<file path="config.mk">
export PLATFORM = sky130hd
export DESIGN_NAME = uart_rx_fifo
export DESIGN_NICKNAME = d
export VERILOG_FILES = /design/src/rtl/uart_rx_fifo.sv
export SDC_FILE = /design/constraint.sdc
export NUM_CORES = 1
export LEC_CHECK = 0
export CAP_MARGIN = 0
export CORE_MARGIN = 4
export CORE_UTILIZATION = 50
export CTS_CLUSTER_DIAMETER = 80
export DETAILED_ROUTE_END_ITERATION = 8
export GPL_ROUTABILITY_DRIVEN = 0
export MAX_ROUTING_LAYER = met4
export PLACE_DENSITY = 0.8
export SETUP_SLACK_MARGIN = 0.4
export SYNTH_ARGS = -nofsm -noshare
export SYNTH_HDL_FRONTEND = slang
export SYNTH_SLANG_ARGS = --single-unit
</file>
<file path="constraint.sdc">
create_clock -name i_clk -period 3.2 [get_ports i_clk]
set_input_delay 0.96 -clock i_clk [delete_from_list [all_inputs] [get_ports i_clk]]
set_output_delay 0.96 -clock i_clk [all_outputs]
set_load 0.005 [all_outputs]
</file>
<file path="src/rtl/uart_rx_fifo.sv">
// 8N1 UART receiver with runtime bit period, feeding a small show-ahead FIFO.
// Framing errors and overflow are reported as sticky flags.
module uart_rx_fifo #(
    parameter int DEPTH = 4,
    parameter int LVLW  = $clog2(DEPTH) + 1
) (
    input  logic            i_clk,
    input  logic            i_rst,
    input  logic            i_rx,
    input  logic [15:0]     i_baud,
    input  logic            i_read,
    input  logic            i_clr_err,
    output logic [7:0]      o_D,
    output logic            o_ready,
    output logic [LVLW-1:0] o_level,
    output logic            o_busy,
    output logic            o_ferr,
    output logic            o_ovf
);
    localparam int AW = $clog2(DEPTH);

    typedef enum logic [2:0] {S_IDLE, S_START, S_DATA, S_STOP, S_BRK} state_t;

    state_t          state_q, state_d;
    logic            rx_m_q, rx_s_q, rx_p_q;
    logic [15:0]     cnt_q, cnt_d;
    logic [15:0]     per_q, per_d;
    logic [2:0]      idx_q, idx_d;
    logic [7:0]      sh_q, sh_d;
    logic [7:0]      mem_q [DEPTH];
    logic [LVLW-1:0] wr_q, rd_q;
    logic            ferr_q, ovf_q;

    logic [15:0]     baud_c;
    logic [LVLW-1:0] level;
    logic            cnt_zero, full, pop, accept;
    logic            push, set_ovf, set_ferr;

    assign baud_c   = (i_baud < 16'd4) ? 16'd4 : i_baud;
    assign cnt_zero = (cnt_q == 16'd0);
    assign level    = wr_q - rd_q;
    assign full     = (level == LVLW'(DEPTH));
    assign pop      = i_read && (level != '0);
    // A pop in the same cycle frees the slot the push is about to use.
    assign accept   = !full || pop;

    // State register and datapath registers
    always_ff @(posedge i_clk) begin
        if (i_rst) begin
            rx_m_q  <= 1'b1;
            rx_s_q  <= 1'b1;
            rx_p_q  <= 1'b1;
            state_q <= S_IDLE;
            cnt_q   <= '0;
            per_q   <= 16'd4;
            idx_q   <= '0;
            sh_q    <= '0;
        end else begin
            rx_m_q  <= i_rx;
            rx_s_q  <= rx_m_q;
            rx_p_q  <= rx_s_q;
            state_q <= state_d;
            cnt_q   <= cnt_d;
            per_q   <= per_d;
            idx_q   <= idx_d;
            sh_q    <= sh_d;
        end
    end

    // Next-state logic
    always_comb begin
        state_d = state_q;
        cnt_d   = cnt_q;
        per_d   = per_q;
        idx_d   = idx_q;
        sh_d    = sh_q;
        case (state_q)
            S_IDLE: begin
                if (rx_p_q && !rx_s_q) begin
                    per_d   = baud_c;
                    cnt_d   = (baud_c >> 1) - 16'd1;
                    state_d = S_START;
                end
            end
            S_START: begin
                if (!cnt_zero) begin
                    cnt_d = cnt_q - 16'd1;
                end else if (!rx_s_q) begin
                    cnt_d   = per_q - 16'd1;
                    idx_d   = '0;
                    state_d = S_DATA;
                end else begin
                    state_d = S_IDLE;
                end
            end
            S_DATA: begin
                if (!cnt_zero) begin
                    cnt_d = cnt_q - 16'd1;
                end else begin
                    sh_d  = {rx_s_q, sh_q[7:1]};
                    cnt_d = per_q - 16'd1;
                    idx_d = idx_q + 3'd1;
                    if (idx_q == 3'd7) state_d = S_STOP;
                end
            end
            S_STOP: begin
                if (!cnt_zero) cnt_d = cnt_q - 16'd1;
                else           state_d = rx_s_q ? S_IDLE : S_BRK;
            end
            S_BRK: begin
                if (rx_s_q) state_d = S_IDLE;
            end
            default: state_d = S_IDLE;
        endcase
    end

    // Output decode
    always_comb begin
        push     = 1'b0;
        set_ovf  = 1'b0;
        set_ferr = 1'b0;
        if (state_q == S_STOP && cnt_zero) begin
            push     = rx_s_q && accept;
            set_ovf  = rx_s_q && !accept;
            set_ferr = !rx_s_q;
        end
        o_busy  = (state_q != S_IDLE);
        o_ready = (level != '0);
        o_level = level;
        o_D     = mem_q[rd_q[AW-1:0]];
        o_ferr  = ferr_q;
        o_ovf   = ovf_q;
    end

    // FIFO storage and sticky flags; set beats clear
    always_ff @(posedge i_clk) begin
        if (i_rst) begin
            for (int i = 0; i < DEPTH; i++) mem_q[i] <= '0;
            wr_q   <= '0;
            rd_q   <= '0;
            ferr_q <= 1'b0;
            ovf_q  <= 1'b0;
        end else begin
            if (push) begin
                mem_q[wr_q[AW-1:0]] <= sh_q;
                wr_q <= wr_q + LVLW'(1);
            end
            if (pop) rd_q <= rd_q + LVLW'(1);
            ferr_q <= (ferr_q && !i_clr_err) || set_ferr;
            ovf_q  <= (ovf_q && !i_clr_err) || set_ovf;
        end
    end

endmodule

</file>
==> summary.md, run 1 <==
| Metric | Value |
|---|---|
| Critical Path Max Stage Delay | `between 0.3 and 0.4 ns` |
| Clock slew at reported path FFs | `roughly 0.11 ns` |
| Die X | `108 µm` |
| Final HPWL DP | `a little under 9 mm` |
| Critical setup path kind | `in -> reg` |
| PwrDens | `a little over 600 nW/µm²` |
| Post-Syn Area | `5040 µm²` |
| Clk sink count | `a little over 90` |
| Data arrival, critical path | `about 3.1 ns` |
| Layout cells sized above 1 | `between 20% and 30%` |
| Cell Int Power | `roughly 2200 µW` |
| # DRC | `0` |
| Synth Area in XOR/XNOR | `5.83%` |
| WP data required | `approximately 3.4 ns` |
| Worst Path Max Fanout | `3` |
| Comb power frac | `roughly two fifths` |
| Dpl cells | `~710` |
| Total GRT Usage | `between 20% and 30%` |
| Yosys reg bits | `91` |
| DR vias | `around 4500` |
| Worst VDD drop | `between 0.0002 and 0.0003 V` |
| Fin. Hold Viols | `0` |
| Area grow syn2layout | `21.6%` |
| Worst min path class | `reg -> reg` |
| Post-layout util | `a little over three fifths` |
| Period utilisation layout | `between 80 and 90%` |
| Status | `completed` |
| FF-to-FF setup slack | `roughly 0.51 ns` |
| Total grt overflow | `0` |
| Antenna violations before repair | `0` |
| Post-Layout Cell Count | `roughly 750` |
| CP Capture Type | `flop` |
| Starting Density | `51.4%` |
| Simple-Gate Fraction of Synth Area | `29.3%` |
| CTS Buf Count | `9` |
| Crit-path cells | `buf_6 > nor4_4 > nand4_1 > nor3_4 > nand2b_4 > ha_4 > buf_4 > buf_6 > nor3b_4 > xnor2_1 > nor2_1 > a221oi_2 > a211oi_2` |
| Worst Tran Pin Value | `around 0.68 ns` |
| Synth Area in Compound Gates | `about an eighth` |
| Vias/cell | `5.96` |
| Cell mode on critical path | `buf_6` |
| Netlist cell types | `between 60 and 70` |
| Reg power frac | `between 30% and 40%` |
| Die Y | `approximately 110 µm` |
| Clock share of power | `approximately a fifth` |
| Ant diodes | `0` |
| Area of the core | `9820 µm²` |
| Avg Inst Size Synth | `approximately 9.2 µm²` |
| Fin Clk Skew | `0.0171 ns` |
| Root Buffer | `clkbuf_8` |
| Net Sw Frac | `about 40%` |
| Syn nets | `~580` |
| Worst-Skew Late Latency | `around 0.38 ns` |
| Leak pwr | `roughly 0.0023 µW` |
| Max Clk Rate | `352 MHz` |
| Asr flop ratio synth | `0%` |
| Number of global-route vias before repair | `~4300` |
| Mux contribution to synthesized area | `around 4.0%` |
| Final WL | `roughly 13 mm` |
| I/O Pins | `36` |
| CP startpoint kind | `input port` |
| Cells after Synth | `between 500 and 600` |
| DR iter-0 viols | `roughly 420` |
| Post-synthesis adder-cell area fraction | `2.63%` |
| Ys flop type | `dfxtp_1` |
| Fin. max-slew vios | `0` |
| First-pass GRT wire length | `21.0 mm` |
| I/O Buffers | `35` |
| CTS tree | `yes` |
| Pin count of the biggest net entering global routing | `64` |
| CTS Hold Bufs | `0` |
| RSZ-0062 raised after global routing | `true` |
| P_sw | `roughly 1500 µW` |
| Antenna Violating Nets Remaining | `0` |
| WL/cell | `17.2 µm` |
| 1st-pass router iterations | `5` |
| H-tree depth | `3` |
| Synth warn | `0` |
| Final nets | `about 650` |
| Post-synth EDFFs | `32` |
| Core Rows | `36` |
| Largest family of logic cells by synthesized area | `simple AND/OR/NAND/NOR gates` |
| Max Cap Violations | `0` |
| Slowest-stage cell, CP | `nor4_4` |
| Die area | `11800 µm²` |
| Top delay family on crit path | `simple AND/OR/NAND/NOR gates` |
| Tmin final | `between 2 and 3 ns` |
| Relative slew slack | `between 50 and 60%` |
| Seq/Total Area, Yosys | `a little over two fifths` |
| CTS Buffer Depth | `2` |
| CP Buf/Inv Count | `3` |
| Setup Viol. Count Final | `0` |
## stage by stage
stage	TNS [ns]	total power [µW]	hold slack (ns)	area (µm²)	setup slack [ns]
4_1_cts	0	3630	0.430	5990	0.385
3_3_place_gp	-0.865	2760	0.397	5670	-0.233
6_report	0	3720	0.425	6130	0.361
2_1_floorplan	0	2430	0.389	5090	0.241
5_1_grt	0	3920	0.454	6130	0.243
3_5_place_dp	-1.41	2800	0.398	5670	-0.315
## synth_stat cells (5+ instances only)
library cell  instances  share of area, %
or2_2                 6              0.74
nor2_1               60               4.5
inv_1                11              0.82
o21ai_0               8              0.79
a211oi_1              6              0.89
ha_1                  9               2.2
nor3_1               13               1.3
edfxtp_1             32                19
mux4_2                8               3.6
o22ai_1               8              0.99
nand2_1              75               5.6
clkbuf_1             16               1.2
o21ai_1              10              0.99
and2_1               34               4.2
nand3_1              12               1.2
xor2_1               18               3.1
nor4_2                5               1.2
buf_2                 9              0.89
a21oi_1              41               4.1
nand4_1               8              0.99
xnor2_1              13               2.3
dfxtp_1              59                23
nand2b_1              7              0.87
nand3b_1              5              0.74
## power groups by stage
stage	Sequential, µW	Clock (µW)	Combinational (µW)
after floorplan	1400	0	1030
after global placement	1450	0	1310
after detailed placement	1460	0	1340
after CTS	1440	795	1400
after global routing	1460	849	1610
final	1440	788	1490
## cell usage in the layout, fill, tap and decap left out, types with 3 or more instances in the layout
cell              n
nand2_1          75
nor2_1           59
dfxtp_1          56
buf_4            41
a21oi_1          40
and2_1           34
edfxtp_1         32
xor2_1           18
buf_6            15
clkdlybuf4s50_1  14
xnor2_1          13
nor3_1           12
nand3_1          11
o21ai_1          11
clkbuf_8          9
mux4_2            8
nand4_1           8
o22ai_1           8
inv_1             7
o21ai_0           7
ha_1              7
nand2b_1          6
nor4_4            5
or2_2             5
nand3b_1          5
clkbuf_2          5
or3_1             4
nor3_2            4
nor4_2            4
a211oi_1          4
dlymetal6s2s_1    4
inv_2             3
a22oi_1           3
a211oi_2          3
nor4_1            3
buf_2             3
## what timing repair did
item | CTS | global route
gates resized for setup | 52 | 46
endpoints found under the setup margin | 39 | 42
pin swaps | 12 | 27
setup buffers | 14 | 8
## worst register-to-register path, stage by stage (launching register included)
cell and delay, ns:
dfxtp_4 0.38, inv_4 0.04, ha_4 0.15, fa_2 0.33
xnor3_2 0.25, buf_6 0.11, buf_4 0.11, nor4_4 0.04
nor4_2 0.35, and3_1 0.22, or2_1 0.37
## path summary, 6_finish.rpt
kind,start,to,cells past startpoint
worst max-delay path,i_baud[11],cnt_q[4]$_SDFFE_PP0P_,13
worst min-delay path,rx_m_q$_SDFF_PP1_,rx_s_q$_SDFF_PP1_,1
worst max register to register,wr_q[0]$_SDFFE_PP0P_,mem_q[0][1]$_SDFFCE_PN0P_,10
worst min register to register,rx_m_q$_SDFF_PP1_,rx_s_q$_SDFF_PP1_,1
## state kept, by name (all words and copies together) (netlist names), named ones only
register  count
mem_q        32
rd_q          3
o_ovf         1
state_q       3
rx_s_q        1
sh_q          8
idx_q         3
o_ferr        1
rx_m_q        1
rx_p_q        1
per_q        16
wr_q          3
cnt_q        16
## cell families after synthesis
family                     after synthesis
AOI/OAI and AO/OA                       98
muxes                                   10
xor gates and xnor gates                32
and+or+nand+nor                        265
DFF                                     91
buffers and inverters                   42
adders and majority gates               10
## area by class of cell
| type | instances | area, µm² |
|---|---|---|
| clock buffers | 9 | 124 |
| clock inverters | 7 | 73.8 |
| fillers | 804 | 3690 |
| inverters | 11 | 43.8 |
| multi-input cells | 415 | 2830 |
| flip-flops and latches | 91 | 2150 |
| well taps | 133 | 166 |
| repair buffers | 86 | 744 |
## per-layer routing
| metal | vias to the layer above | GRT usage, % | share of wire, % |
|---|---|---|---|
| li1 | 2085 | - | - |
| met5 | - | - | 0 |
| met1 | 2143 | 27.7 | 41 |
| met4 | 0 | 9.92 | 3.2 |
| met3 | 46 | 3.64 | 6.1 |
| met2 | 209 | 38.3 | 50 |
Note: power is estimated with default switching activity, not from simulation.
==> run 2: changes to the inputs <==
--- a/config.mk
+++ b/config.mk
@@ -10,9 +10,10 @@
 export CORE_UTILIZATION = 50
 export CTS_CLUSTER_DIAMETER = 80
 export DETAILED_ROUTE_END_ITERATION = 8
+export DONT_BUFFER_PORTS = 1
 export GPL_ROUTABILITY_DRIVEN = 0
 export MAX_ROUTING_LAYER = met4
-export PLACE_DENSITY = 0.8
+export PLACE_DENSITY = 0.76
 export SETUP_SLACK_MARGIN = 0.4
 export SYNTH_ARGS = -nofsm -noshare
 export SYNTH_HDL_FRONTEND = slang
==> run 2 against run 1 <==
Count of clock-buffer cells in the layout grew 1. Clock power grew 7.1%. Clock skew shrank 0.0058 ns. Non-clock buffer count shrank 71. Worst setup slack gained 0.13 ns. Combinational power shrank 19%. Global-route usage shrank 1.6 points. Core utilization shrank 6.8 points. Register-to-register slack gained 0.02 ns. Die area is the same. Maximum frequency grew 4.9%. Final cell count shrank 9.4%. Critical endpoint is now o_ready.
==> summary.md, run 2 (same netlist as run 1, synthesis figures left out) <==
| Metric | Value |
|---|---|
| Status | `completed` |
| Relative slew slack | `58.4% (+4.0 points)` |
| Die X | `108 µm (unchanged)` |
| H-tree depth | `3 (unchanged)` |
| Root Buffer | `clkbuf_8` |
| Worst Path Max Fanout | `4 (+1)` |
| Slowest-stage cell, CP | `dfxtp_4` |
| Most common cell after layout, fill and taps aside | `nand2_1` |
| Die area | `11800 µm² (unchanged)` |
| GR Layer Usage met2 | `34.2% (-4.1 points)` |
| CP Capture Type | `output port` |
| Worst-Skew Late Latency | `0.37 ns (about the same)` |
| Cells on Worst Hold Path | `1 (unchanged)` |
| Total GRT Usage | `21.4% (-1.6 points)` |
| Hold Slack | `0.436 ns (+0.0113 ns)` |
| Clock slew at reported path FFs | `0.09 ns (-0.02 ns)` |
| Critical R2R Launch | `wr_q[0]$_SDFFE_PP0P_` |
| CP startpoint kind | `flop` |
| FF-to-FF setup slack | `0.53 ns (+0.02 ns)` |
| # DRC | `0 (unchanged)` |
| Core Rows | `36 (unchanged)` |
| Pin count of the biggest net entering global routing | `65 (+1.6%)` |
| Post-Layout Cell Count | `681 (-9.4%)` |
| Tmin final | `2.71 ns (-0.134 ns)` |
| Top Registers | `mem_q (32), cnt_q (16), per_q (16)` |
| Pre-CTS setup slack | `0.137 ns (+0.451 ns)` |
| Max Cap Violations | `0 (unchanged)` |
| Fin. Hold Viols | `0 (unchanged)` |
| Critical Path Start | `wr_q[0]$_SDFFE_PP0P_` |
| Total grt overflow | `0 (unchanged)` |
| Area of the core | `9820 µm² (unchanged)` |
| Antenna Violating Nets Remaining | `0 (unchanged)` |
| Max FFs per register | `32 (unchanged)` |
| WP data required | `2.24 ns (-1.19 ns)` |
| GR Util met1 | `27.3% (-0.44 points)` |
| I/O Pins | `36 (unchanged)` |
| Top delay family on crit path | `adder cells` |
| Slack of the critical path | `0.494 ns (+0.134 ns)` |
| CTS Hold Bufs | `0 (unchanged)` |
| Number of global-route vias before repair | `3875 (-11%)` |
| Die Y | `108 µm (unchanged)` |
| Dpl cells | `662 (-7.3%)` |
| Layout fillers | `878 (+9.2%)` |
| Final TNS setup | `0 ns (unchanged)` |
| Fin Clk Skew | `0.0113 ns (-0.00580 ns)` |
| RSZ-0062 raised after global routing | `false` |
| Met3 usage | `4.06% (+0.42 points)` |
| Ant diodes | `0 (unchanged)` |
| Worst Tran Pin Value | `0.615 ns (-0.0639 ns)` |
| Starting Density | `51.4% (unchanged)` |
| Leak pwr | `0.00192 µW (-17%)` |
| CTS tree | `yes` |
| Vias/cell | `5.91 (-0.81%)` |
| Layout cells sized above 1 | `15.0% (-7.7 points)` |
| Crit-path cells | `inv_1 > ha_1 > fa_2 > xnor3_2 > nand3_2` |
| Final HPWL DP | `8.26 mm (-6.1%)` |
| Period utilisation layout | `84.6% (-4.2 points)` |
| Max Clk Rate | `370 MHz (+4.9%)` |
| Clk sink count | `91 (unchanged)` |
| Critical setup path kind | `reg -> out` |
| Busiest grt layer | `met2` |
| Fin. max-slew vios | `0 (unchanged)` |
| Worst min path class | `reg -> reg` |
| Design Area, Final | `5460 µm² (-11%)` |
| Worst path depth | `5 (-8)` |
| Final WL | `11.6 mm (-10%)` |
| Final nets | `574 (-11%)` |
| Critical Path Max Stage Delay | `0.36 ns (+0.05 ns)` |
| Worst r2r path cells | `8 (-2)` |
| CTS Buf Count | `9 (unchanged)` |
| I/O Buffers | `0 (-100%)` |
| Setup Viol. Count Final | `0 (unchanged)` |
| Worst VDD drop | `0.000407 V (+49%)` |
| CTS Buffer Depth | `2 (unchanged)` |
| WL/cell | `17.0 µm (-1.0%)` |
| Biggest register | `mem_q` |
| Worst Hold Launch | `rx_m_q$_SDFF_PP1_` |
| Antenna violations before repair | `0 (unchanged)` |
| DR iter-0 viols | `316 (-24%)` |
| Data arrival, critical path | `1.75 ns (-1.32 ns)` |
| CP Buf/Inv Count | `1 (-2)` |
| Commonest non-fill, non-tap cells in the layout | `nand2_1 (75), nor2_1 (60), dfxtp_1 (58)` |
| First-pass GRT wire length | `19.4 mm (-7.6%)` |
| DR vias | `4027 (-10%)` |
| PwrDens | `640 nW/µm² (+5.6%)` |
| Post-Place Cell Area | `5200 µm² (-8.3%)` |
| 1st-pass router iterations | `5 (unchanged)` |
| Area grow syn2layout | `8.26%` |
run 2: per-stage QoR:
stage / utilization, % / power, µW
6_report: 55.6 / 3500
5_1_grt: 55.6 / 3710
4_1_cts: 55.2 / 3490
3_5_place_dp: 52.9 / 2640
3_3_place_gp: 52.9 / 2620
2_1_floorplan: - / 2430
run 2: final timing paths:
| kind | end |
|---|---|
| setup / recovery | o_ready |
| hold / removal | rx_s_q$_SDFF_PP1_ |
| setup reg to reg | mem_q[2][5]$_SDFFCE_PN0P_ |
| hold reg to reg | rx_s_q$_SDFF_PP1_ |
run 2: repair_timing:
item,4_1_cts,5_1_grt
pin swaps,0,3
resized for setup,5,5
setup endpoints to repair,18,6
endpoints found under the hold margin,0,0
buffers inserted,0,3
run 2: worst register-to-register path, delay by kind of cell, from the launching register on:
kind	cells	cell delay, ns
flops	1	0.36
fa+ha+maj	2	0.77
buf+inv	2	0.16
simple gates	4	1.12
run 2: metal layers:
layer	up-vias	wire length, µm
li1	1944	-
met3	29	664
met1	1903	5060
met5	-	0
met2	151	5640
met4	0	204
run 2: final cells by class:
class / instances / area (µm²) / share of cell area, %
tap: 133 / 166 / 3.05
sequential: 91 / 2150 / 39.3
multi-input combinational: 415 / 2780 / 51.0
inverter: 11 / 41.3 / 0.756
timing repair buffer: 15 / 113 / 2.06
clock buffer: 10 / 138 / 2.52
clock inverter: 6 / 73.8 / 1.35
run 2: where the power goes:
group / internal, µW / leakage (µW) / switching [µW]
clock: 397 / 0.000109 / 447
sequential: 1290 / 0.000811 / 152
combinational: 490 / 0.00100 / 724
